## src/rtl/uart_rx.sv

```systemverilog
// 8N1 UART receiver with a small receive FIFO behind a single-word memory-mapped port.
// Optional macro UART_RX_IRQ_EN adds a registered irq output.
module uart_rx #(
  parameter int unsigned clks_per_bit = 434,
  parameter int unsigned fifo_depth   = 4
) (
  input  logic        clock,
  input  logic        reset,
  input  logic        uart_valid,
  input  logic        uart_instr,
  input  logic [31:0] uart_addr,
  input  logic [31:0] uart_wdata,
  input  logic [3:0]  uart_wstrb,
  output logic [31:0] uart_rdata,
  output logic        uart_ready,
  input  logic        rx
`ifdef UART_RX_IRQ_EN
  ,
  output logic        irq
`endif
);

  localparam int unsigned cnt_w  = $clog2(clks_per_bit);
  localparam int unsigned addr_w = $clog2(fifo_depth);
  localparam int unsigned ptr_w  = addr_w + 1;

  localparam logic [cnt_w-1:0] cnt_half = cnt_w'(clks_per_bit / 2 - 1);
  localparam logic [cnt_w-1:0] cnt_full = cnt_w'(clks_per_bit - 1);

  localparam logic [1:0] IDLE  = 2'd0;
  localparam logic [1:0] START = 2'd1;
  localparam logic [1:0] DATA  = 2'd2;
  localparam logic [1:0] STOP  = 2'd3;

  logic [1:0]       sync;
  logic             rx_s;
  logic [1:0]       state, state_d;
  logic [cnt_w-1:0] cnt, cnt_d;
  logic [2:0]       idx, idx_d;
  logic [7:0]       shift, shift_d;
  logic             push_c;
  logic             ferr_set_c;

  logic [7:0]       mem [fifo_depth];
  logic [ptr_w-1:0] wp, rp;
  logic             overrun, ferr;
  logic             nonempty_c, full_c;
  logic             is_read_c, sel_status_c;
  logic             pop_c, fifo_wr_c, overrun_set_c, stat_wr_c;
  logic [31:0]      rdata_c;
  logic             unused_ok;

  assign unused_ok = ^{uart_instr, uart_addr[31:3], uart_addr[1:0],
                       uart_wdata[31:3], uart_wdata[0]};

  // Two-flop synchroniser, idle-high out of reset
  always_ff @(posedge clock or negedge reset) begin
    if (!reset) sync <= 2'b11;
    else        sync <= {sync[0], rx};
  end
  assign rx_s = sync[1];

  always_ff @(posedge clock or negedge reset) begin
    if (!reset) begin
      state <= IDLE;
      cnt   <= '0;
      idx   <= '0;
      shift <= '0;
    end else begin
      state <= state_d;
      cnt   <= cnt_d;
      idx   <= idx_d;
      shift <= shift_d;
    end
  end

  // Frame deserialiser: mid-bit sampling counted from the start edge
  always_comb begin
    state_d    = state;
    cnt_d      = cnt;
    idx_d      = idx;
    shift_d    = shift;
    push_c     = 1'b0;
    ferr_set_c = 1'b0;
    case (state)
      IDLE: begin
        if (!rx_s) begin
          state_d = START;
          cnt_d   = cnt_half;
        end
      end
      START: begin
        if (cnt == '0) begin
          if (rx_s) begin
            state_d = IDLE;
          end else begin
            state_d = DATA;
            idx_d   = 3'd0;
            cnt_d   = cnt_full;
          end
        end else begin
          cnt_d = cnt - cnt_w'(1);
        end
      end
      DATA: begin
        if (cnt == '0) begin
          shift_d[idx] = rx_s;
          cnt_d        = cnt_full;
          if (idx == 3'd7) state_d = STOP;
          else             idx_d   = idx + 3'd1;
        end else begin
          cnt_d = cnt - cnt_w'(1);
        end
      end
      STOP: begin
        if (cnt == '0) begin
          if (rx_s) push_c     = 1'b1;
          else      ferr_set_c = 1'b1;
          state_d = IDLE;
        end else begin
          cnt_d = cnt - cnt_w'(1);
        end
      end
      default: state_d = IDLE;
    endcase
  end

  assign nonempty_c    = (wp != rp);
  assign full_c        = (wp[ptr_w-1] != rp[ptr_w-1]) && (wp[addr_w-1:0] == rp[addr_w-1:0]);
  assign is_read_c     = (uart_wstrb == 4'b0000);
  assign sel_status_c  = uart_addr[2];
  assign pop_c         = uart_valid && is_read_c && !sel_status_c && nonempty_c;
  // A pop in the same cycle frees the slot, so a full FIFO can still accept
  assign fifo_wr_c     = push_c && (!full_c || pop_c);
  assign overrun_set_c = push_c && full_c && !pop_c;
  assign stat_wr_c     = uart_valid && !is_read_c && sel_status_c;

  always_comb begin
    rdata_c = '0;
    if (uart_valid && is_read_c) begin
      if (sel_status_c)    rdata_c = {28'b0, full_c, ferr, overrun, nonempty_c};
      else if (nonempty_c) rdata_c = {23'b0, 1'b1, mem[rp[addr_w-1:0]]};
    end
  end

  always_ff @(posedge clock) begin
    if (fifo_wr_c) mem[wp[addr_w-1:0]] <= shift;
  end

  always_ff @(posedge clock or negedge reset) begin
    if (!reset) begin
      wp         <= '0;
      rp         <= '0;
      overrun    <= 1'b0;
      ferr       <= 1'b0;
      uart_ready <= 1'b0;
      uart_rdata <= '0;
    end else begin
      if (fifo_wr_c) wp <= wp + ptr_w'(1);
      if (pop_c)     rp <= rp + ptr_w'(1);
      // A new error event wins over a simultaneous clear
      if (overrun_set_c)                 overrun <= 1'b1;
      else if (stat_wr_c && uart_wdata[1]) overrun <= 1'b0;
      if (ferr_set_c)                    ferr <= 1'b1;
      else if (stat_wr_c && uart_wdata[2]) ferr <= 1'b0;
      uart_ready <= uart_valid;
      uart_rdata <= rdata_c;
    end
  end

`ifdef UART_RX_IRQ_EN
  always_ff @(posedge clock or negedge reset) begin
    if (!reset) irq <= 1'b0;
    else        irq <= nonempty_c | overrun | ferr;
  end
`endif

endmodule

```

## config.mk

```make
export PLATFORM = sky130hd
export DESIGN_NAME = uart_rx
export DESIGN_NICKNAME = d
export VERILOG_FILES = /design/src/rtl/uart_rx.sv
export SDC_FILE = /design/constraint.sdc
export NUM_CORES = 1
export LEC_CHECK = 0
export BUFFER_PORTS_ARGS = -buffer_cell sky130_fd_sc_hd__buf_2
export CAP_MARGIN = 20
export CORE_ASPECT_RATIO = 0.5
export CORE_MARGIN = 3
export CORE_UTILIZATION = 45
export CTS_CLUSTER_SIZE = 16
export DETAILED_ROUTE_END_ITERATION = 16
export GPL_TIMING_DRIVEN = 0
export HOLD_SLACK_MARGIN = 0.08
export PLACE_DENSITY = 0.75
export SYNTH_ARGS = -nofsm -noshare
export SYNTH_HDL_FRONTEND = slang
export SYNTH_SLANG_ARGS = --single-unit
```

## constraint.sdc

```tcl
create_clock -name clock -period 5.2 [get_ports clock]
set_clock_uncertainty 0.2 [all_clocks]
set_input_delay 0.26 -clock clock [delete_from_list [all_inputs] [get_ports clock]]
set_output_delay 0.26 -clock clock [all_outputs]
set_load 0.005 [all_outputs]
```

==> results of run 1 <==
-- area by class of cell --
class                           instances  share of cell area [%]
Clock buffer                           10                    5.90
Tap cell                              108                    3.19
Sequential cell                        74                    47.5
Inverter                               10                   0.885
Timing Repair Buffer                   26                    3.90
Clock inverter                          6                    1.24
Multi-Input combinational cell        181                    32.5
Buffer                                 30                    4.90
-- per-layer routing --
metal | up-vias | global-route usage [%] | share of wire [%] | wire length [um]
met5 | - | 0 | 0 | 0
met3 | 8 | 4.35 | 5.8 | 372
met2 | 78 | 24.9 | 49 | 3120
li1 | 1097 | - | - | -
met4 | 0 | 4.19 | 1.2 | 78
met1 | 1092 | 18.2 | 44 | 2810
-- critical path: stages --
cell	delay (ns)
dlygate4sd3_1	0.53
buf_2	0.12
nor4_1	0.52
nand3b_1	0.26
a31oi_2	0.39
and2_1	0.47
-- state kept, by name (all words and copies together), names as in the netlist, 2 cells and up, named ones only --
register / flops
uart_rdata: 9
wp: 3
rp: 3
sync: 2
idx: 3
mem: 32
shift: 8
cnt: 9
-- worst max-delay path by stage --
stage	start	endpoint	slack (ns)	cells after the start
2_1_floorplan	cnt[0]	mem[3][0]	2.98	6
3_3_place_gp	cnt[0]	mem[3][6]	2.51	6
3_5_place_dp	cnt[7]	mem[1][7]	2.47	4
4_1_cts	uart_wstrb[2]	mem[1][7]	2.40	6
5_1_grt	uart_wstrb[2]	mem[0][2]	2.26	6
6_report	uart_wstrb[2]	mem[1][7]	2.43	6
-- cells in the final DEF, fill, tap and decap left out, types with 2 or more instances in the layout --
cell type,n
a211o_1,2
a211oi_1,3
a21oi_1,7
a22o_1,2
a311oi_1,3
a31oi_1,3
and2_1,10
and3_1,2
buf_2,20
buf_4,25
clkbuf_1,4
clkbuf_16,10
clkinvlp_4,2
conb_1,23
dfrtp_1,40
dfstp_2,2
dlygate4sd3_1,7
edfxtp_1,32
ha_1,13
inv_1,9
inv_6,3
mux2_2,4
mux2i_1,4
mux4_2,8
nand2_1,13
nand2b_1,3
nand4_1,2
nor2_1,13
nor3_1,4
nor4_1,3
o21ai_0,14
o2bb2ai_1,2
o31ai_1,6
o41ai_1,2
or3_1,2
or3b_2,2
xor2_1,6
-- per-stage QoR --
step,setup WS (ns),cell area (um2),power [mW],hold slack (ns)
after floorplan,2.98,3640,0.721,-0.236
after global placement,2.51,3870,0.746,0.149
after detailed placement,2.47,3870,0.748,0.148
after CTS,2.40,4240,1.36,0.126
after global routing,2.26,4240,1.40,0.161
final,2.43,4240,1.35,0.131
-- cell families (layout without fill, tap and decap cells) --
family,after synthesis,after routing,synth area share (%)
other cells,1,23,0.106
buf+inv,40,82,6.90
xor+xnor,7,7,1.73
fa+ha+maj,13,13,4.58
mux,17,17,7.78
flops,74,74,56.7
simple gates,65,65,10.8
compound gates,56,56,11.4
-- power groups by stage --
| stage | clock, mW | combinational, mW | sequential (mW) |
|---|---|---|---|
| floorplan | 0 | 0.0913 | 0.630 |
| global placement | 0 | 0.116 | 0.631 |
| detailed placement | 0 | 0.117 | 0.631 |
| CTS | 0.618 | 0.122 | 0.620 |
| global route | 0.651 | 0.134 | 0.620 |
| finish | 0.608 | 0.120 | 0.620 |
==> run summary, run 1 <==
Post-synthesis cell area: 3550 um2
H-Tree Depth: 3
Clock Latency Late Sink: 0.33 ns
Residual DRC: 0
Net switching power: 0.318 mW
Via density: 5.11
First-pass GRT wire length: 10.3 mm
Ys async rst share: 56.8%
Largest net degree at the start of global routing: 43
Hold Path Class: in -> reg
CP endpoint kind: flip-flop
Fill cells: 599
Synth Flop Type: dfrtp_1
Synth cell types: 59
Pleak: 1.91 nW
Share of post-route cells with drive strength above 1: 25.5%
F_max: 0.362 GHz
Worst endpoint required time: 4.97 ns
1st-pass router iterations: 4
Switch share: 23.6%
Placed cells: 422
WL per Instance: 14.3 um
CTS Buf Count: 9
CTS Hold Buffers Added: 7
Post-Syn Instances: 273
CTS tree: done
Final Max Tran Viols: 0
Max Root-Sink Buffers: 2
Min-Delay Path Depth: 4
Final core occ: 56.6%
Hold Vio Cnt, Final: 0
P&R area growth vs syn: 19.3%
Warnings, synthesis: 0
Hold Path End: uart_rdata[0]
Gr usage total: 14.4%
Synth area leaders: dfrtp_1 (28%), edfxtp_1 (27%), buf_4 (5.3%), mux4_2 (5.1%), ha_1 (4.6%)
Pint: 1.03 mW
Vias in the first global route: 2083
Synth cell count leaders: dfrtp_1 (40), edfxtp_1 (32), buf_4 (25)
N_diodes: 0
CTS sink cnt: 74
Most frequent cell after synthesis: dfrtp_1
GPL Wtd Cong: 0.832
Final setup violation count: 0
Status: finished, final reports clean
Clk slew on worst S/H paths: 0.06 ns
RSZ-0062 raised after global routing: false
Starting Density: 47.5%
Reg2reg end: mem[1][7]
Logic gate share of total power: 8.9%
Largest fanout on the critical path: 8
Share of the synthesized area in the top cell type: 28.2%
Die area: 9060 um2
Worst r2r src: cnt[0]
Non-Filler Instances: 445
Synth Register Bits: 74
Final nets: 418
Rel. slew slack: 37.5%
Core region area: 7490 um2
TNS Setup: 0 ns
R2R Setup Slk: 2.46 ns
Power Density: 318 nW/um2
Critical path arrival: 2.54 ns
Root buf cell: clkbuf_16
Reg area: 2010 um2
Multi-input gate area: 1380 um2
Maximum vdd drop: 0.155 mV
1st-iter DRT viols: 184
Dpl hpwl: 4.58 mm
Number of core rows: 22
Final wirelength: 6.38 mm
Post-synth EDFFs: 32
Total gr overflow: 0
Post-synthesis sequential area ratio: 56.7%
Clock power share: 45.1%
Max-cap viol count: 0
DIE WIDTH: 132 um
Worst reg-to-reg path cell count: 6
Ports: 106
Final worst path period need: 2.77 ns
Worst-Margin Slew: 0.938 ns
Final Cycle Share: 53.2%
Post-route ant nets: 0
Synth Area per Inst: 13.0 um2
Via count: 2275
# port buffers: 19
HP Start: uart_wstrb[3]
Sequential power share: 46.0%
Crit path launch type: input port
CP Class: in -> reg
Dominant cell type by area after synthesis: dfrtp_1
Gates resized, CTS repair: 0
Chip Height: 68.8 um
Initial antenna violation count: 0
Setup bufs post-CTS: 0
(Power assumes the default switching activity.)
==> inputs of run 2 (changes only) <==
--- a/config.mk
+++ b/config.mk
@@ -5,6 +5,7 @@
 export SDC_FILE = /design/constraint.sdc
 export NUM_CORES = 1
 export LEC_CHECK = 0
+export ABC_AREA = 1
 export BUFFER_PORTS_ARGS = -buffer_cell sky130_fd_sc_hd__buf_2
 export CAP_MARGIN = 20
 export CORE_ASPECT_RATIO = 0.5
@@ -14,7 +15,7 @@
 export DETAILED_ROUTE_END_ITERATION = 16
 export GPL_TIMING_DRIVEN = 0
 export HOLD_SLACK_MARGIN = 0.08
-export PLACE_DENSITY = 0.75
+export PLACE_DENSITY = 0.77
 export SYNTH_ARGS = -nofsm -noshare
 export SYNTH_HDL_FRONTEND = slang
 export SYNTH_SLANG_ARGS = --single-unit
==> constraint.sdc (replaced) <==
create_clock -name clock -period 2.4 [get_ports clock]
set_clock_uncertainty 0.2 [all_clocks]
set_input_delay 0.12 -clock clock [delete_from_list [all_inputs] [get_ports clock]]
set_output_delay 0.12 -clock clock [all_outputs]
set_load 0.005 [all_outputs]
==> run summary, run 2 <==
Final Max Tran Viols: 0
Largest fanout on the critical path: 8
GPL Wtd Cong: 0.805
WL per Instance: 12.8 um
Hold Path Class: reg -> reg
R2R Setup Slk: 0.1 ns
Crit path launch type: flip-flop
Core region area: 7650 um2
Power Density: 588 nW/um2
Post-synthesis cell area: 3700 um2
Initial antenna violation count: 0
Min-Delay Path Depth: 0
Most frequent CP cell: nand2_4
Synth Area per Inst: 9.47 um2
Post-route ant nets: 0
Die area: 9420 um2
PnR worst setup slack: 0.0985 ns
CP Cell Sequence: inv_1, ha_2, nand2_4, nor2_8, nand2_4, nor3_4, nand2_2, nor2_4, buf_12
First-pass GRT wire length: 12.0 mm
Largest net degree at the start of global routing: 43
Synth cell types: 39
Worst-Margin Slew: 0.941 ns
Final nets: 542
Warnings, synthesis: 0
Via density: 4.84
CTS Buf Count: 9
Vias in the first global route: 2529
CTS sink cnt: 74
Worst endpoint required time: 2.25 ns
Chip Height: 70.1 um
Synth Register Bits: 74
Worst reg-to-reg path cell count: 9
Final wirelength: 7.31 mm
Hold Vio Cnt, Final: 0
Ys async rst share: 56.8%
Via count: 2756
Gr usage total: 16.3%
Dpl hpwl: 4.69 mm
CP peak stage delay: 0.37 ns
Largest register FFs: 32
# port buffers: 20
Ports: 106
Status: finished, final reports clean
Synth area leaders: dfrtp_1 (27%), edfxtp_1 (26%), nand2_1 (6.7%), nor2_1 (5.6%), buf_4 (4.7%)
Total gr overflow: 0
Final worst path period need: 2.30 ns
P&R area growth vs syn: 21.5%
Residual DRC: 0
CTS tree: done
1st-pass router iterations: 4
Final setup violation count: 0
Post-synthesis sequential area ratio: 54.4%
Starting Density: 48.4%
Synth Flop Type: dfrtp_1
Grt met3 use: 5.32%
Final instance area: 4500 um2
DP Area: 4020 um2
Most frequent cells in the layout: nand2_1 (65), nor2_1 (51), dfrtp_1 (40)
Max Root-Sink Buffers: 2
Final core occ: 58.8%
Synth cell count leaders: nand2_1 (66), nor2_1 (55), dfrtp_1 (40)
Root buf cell: clkbuf_16
CP endpoint kind: flip-flop
Max-cap viol count: 0
1st-iter DRT viols: 240
Commonest non-fill, non-tap cell in the layout: nand2_1
CP Class: reg -> reg
Share of the synthesized area in the top cell type: 27.0%
Met2 Track Usage GR: 26.8%
H-Tree Depth: 3
Busiest grt layer: met2
DIE WIDTH: 134 um
Rel. slew slack: 37.3%
Met1 GRT Util: 20.4%
Post-synth EDFFs: 32
Share of post-route cells with drive strength above 1: 20.0%
Final Cycle Share: 95.9%
F_max: 0.435 GHz
Maximum vdd drop: 0.458 mV
Buf+Inv Stages, Crit Path: 2
Critical path arrival: 2.16 ns
Pre-CTS WS: -0.301 ns
CP max-delay cell: dfrtp_1
Largest delay share family, worst path: simple AND/OR/NAND/NOR gates
Clock Latency Late Sink: 0.34 ns
N_diodes: 0
Pleak: 2.20 nW
Post-Syn Instances: 391
Number of core rows: 22
Crit. path cell count: 9
Dominant cell type by area after synthesis: dfrtp_1
Most frequent cell after synthesis: nand2_1
Clk slew on worst S/H paths: 0.06 ns
## run 2: cell types whose count changed in the layout (fill, tap and decap cells not counted), sizes merged, moves of 5 or more
cell	change
nand2	+57
o21ai	+25
inv	+28
and2	-10
nand3	+23
buf	+5
mux2	-5
mux4	-8
a21oi	+5
nor2	+46
## run 2: worst paths after layout
check                      startpoint             to
setup / recovery               cnt[0]      mem[2][0]
hold reg to reg               sync[0]        sync[1]
setup reg to reg               cnt[0]      mem[2][0]
hold / removal                sync[0]        sync[1]
min in group asynchronous       reset         cnt[1]
max in group asynchronous       reset  uart_rdata[0]
## run 2: layout make-up
type	instances	area [um2]
Inverter	40	150
Clock inverter	6	41.3
Clock buffer	10	239
Buffer	29	205
Timing Repair Buffer	32	260
Sequential cell	74	2010
Tap cell	108	135
Fill cell	609	3160
Multi-Input combinational cell	270	1450
## run 2: timing repair
action | in CTS | in global routing
hold endpoints to repair | 48 | 0
buffers inserted | 0 | 4
pin swaps | 0 | 4
hold buffers | 8 | 0
resized for setup | 4 | 8
setup endpoints to repair | 32 | 33
## run 2: report_power, final
group	switching (mW)	internal [mW]	total (mW)
combinational	0.0402	0.0385	0.0787
sequential	0.00281	1.32	1.32
clock	0.518	0.728	1.25
total	0.561	2.08	2.65
## run 2: cells by family (layout without fill, tap and decap cells)
family | Yosys count | after routing | synth area share, %
flip-flops | 74 | 74 | 54.4
AND/OR/NAND/NOR | 168 | 168 | 21.0
other | 1 | 23 | 0.101
adder cells (fa/ha/maj) | 13 | 13 | 4.39
AO/OA/AOI/OAI | 58 | 58 | 8.62
XOR/XNOR | 8 | 8 | 1.89
buffers and inverters | 69 | 117 | 9.56
## run 2: through the flow
stage	total power, mW	setup TNS, ns	hold slack (ns)	instances
floorplan	1.39	0	-0.376	413
global placement	1.41	-9.65	0.0408	541
detailed placement	1.41	-9.21	0.0397	541
CTS	2.67	-3.96	0.125	565
global route	2.74	-0.628	0.164	569
finish	2.65	0	0.154	569
## run 2: per-layer routing
layer | wire (um) | vias up
li1 | - | 1368
met1 | 3170 | 1286
met2 | 3510 | 91
met3 | 524 | 11
met4 | 106 | 0
met5 | 0 | -
## run 2: worst register-to-register path, delay by kind of cell, from the launching register on
kind	cells	cell delay, ns
buffers and inverters	2	0.25
flip-flops	1	0.37
adder cells (fa/ha/maj)	1	0.25
AND/OR/NAND/NOR	6	0.95
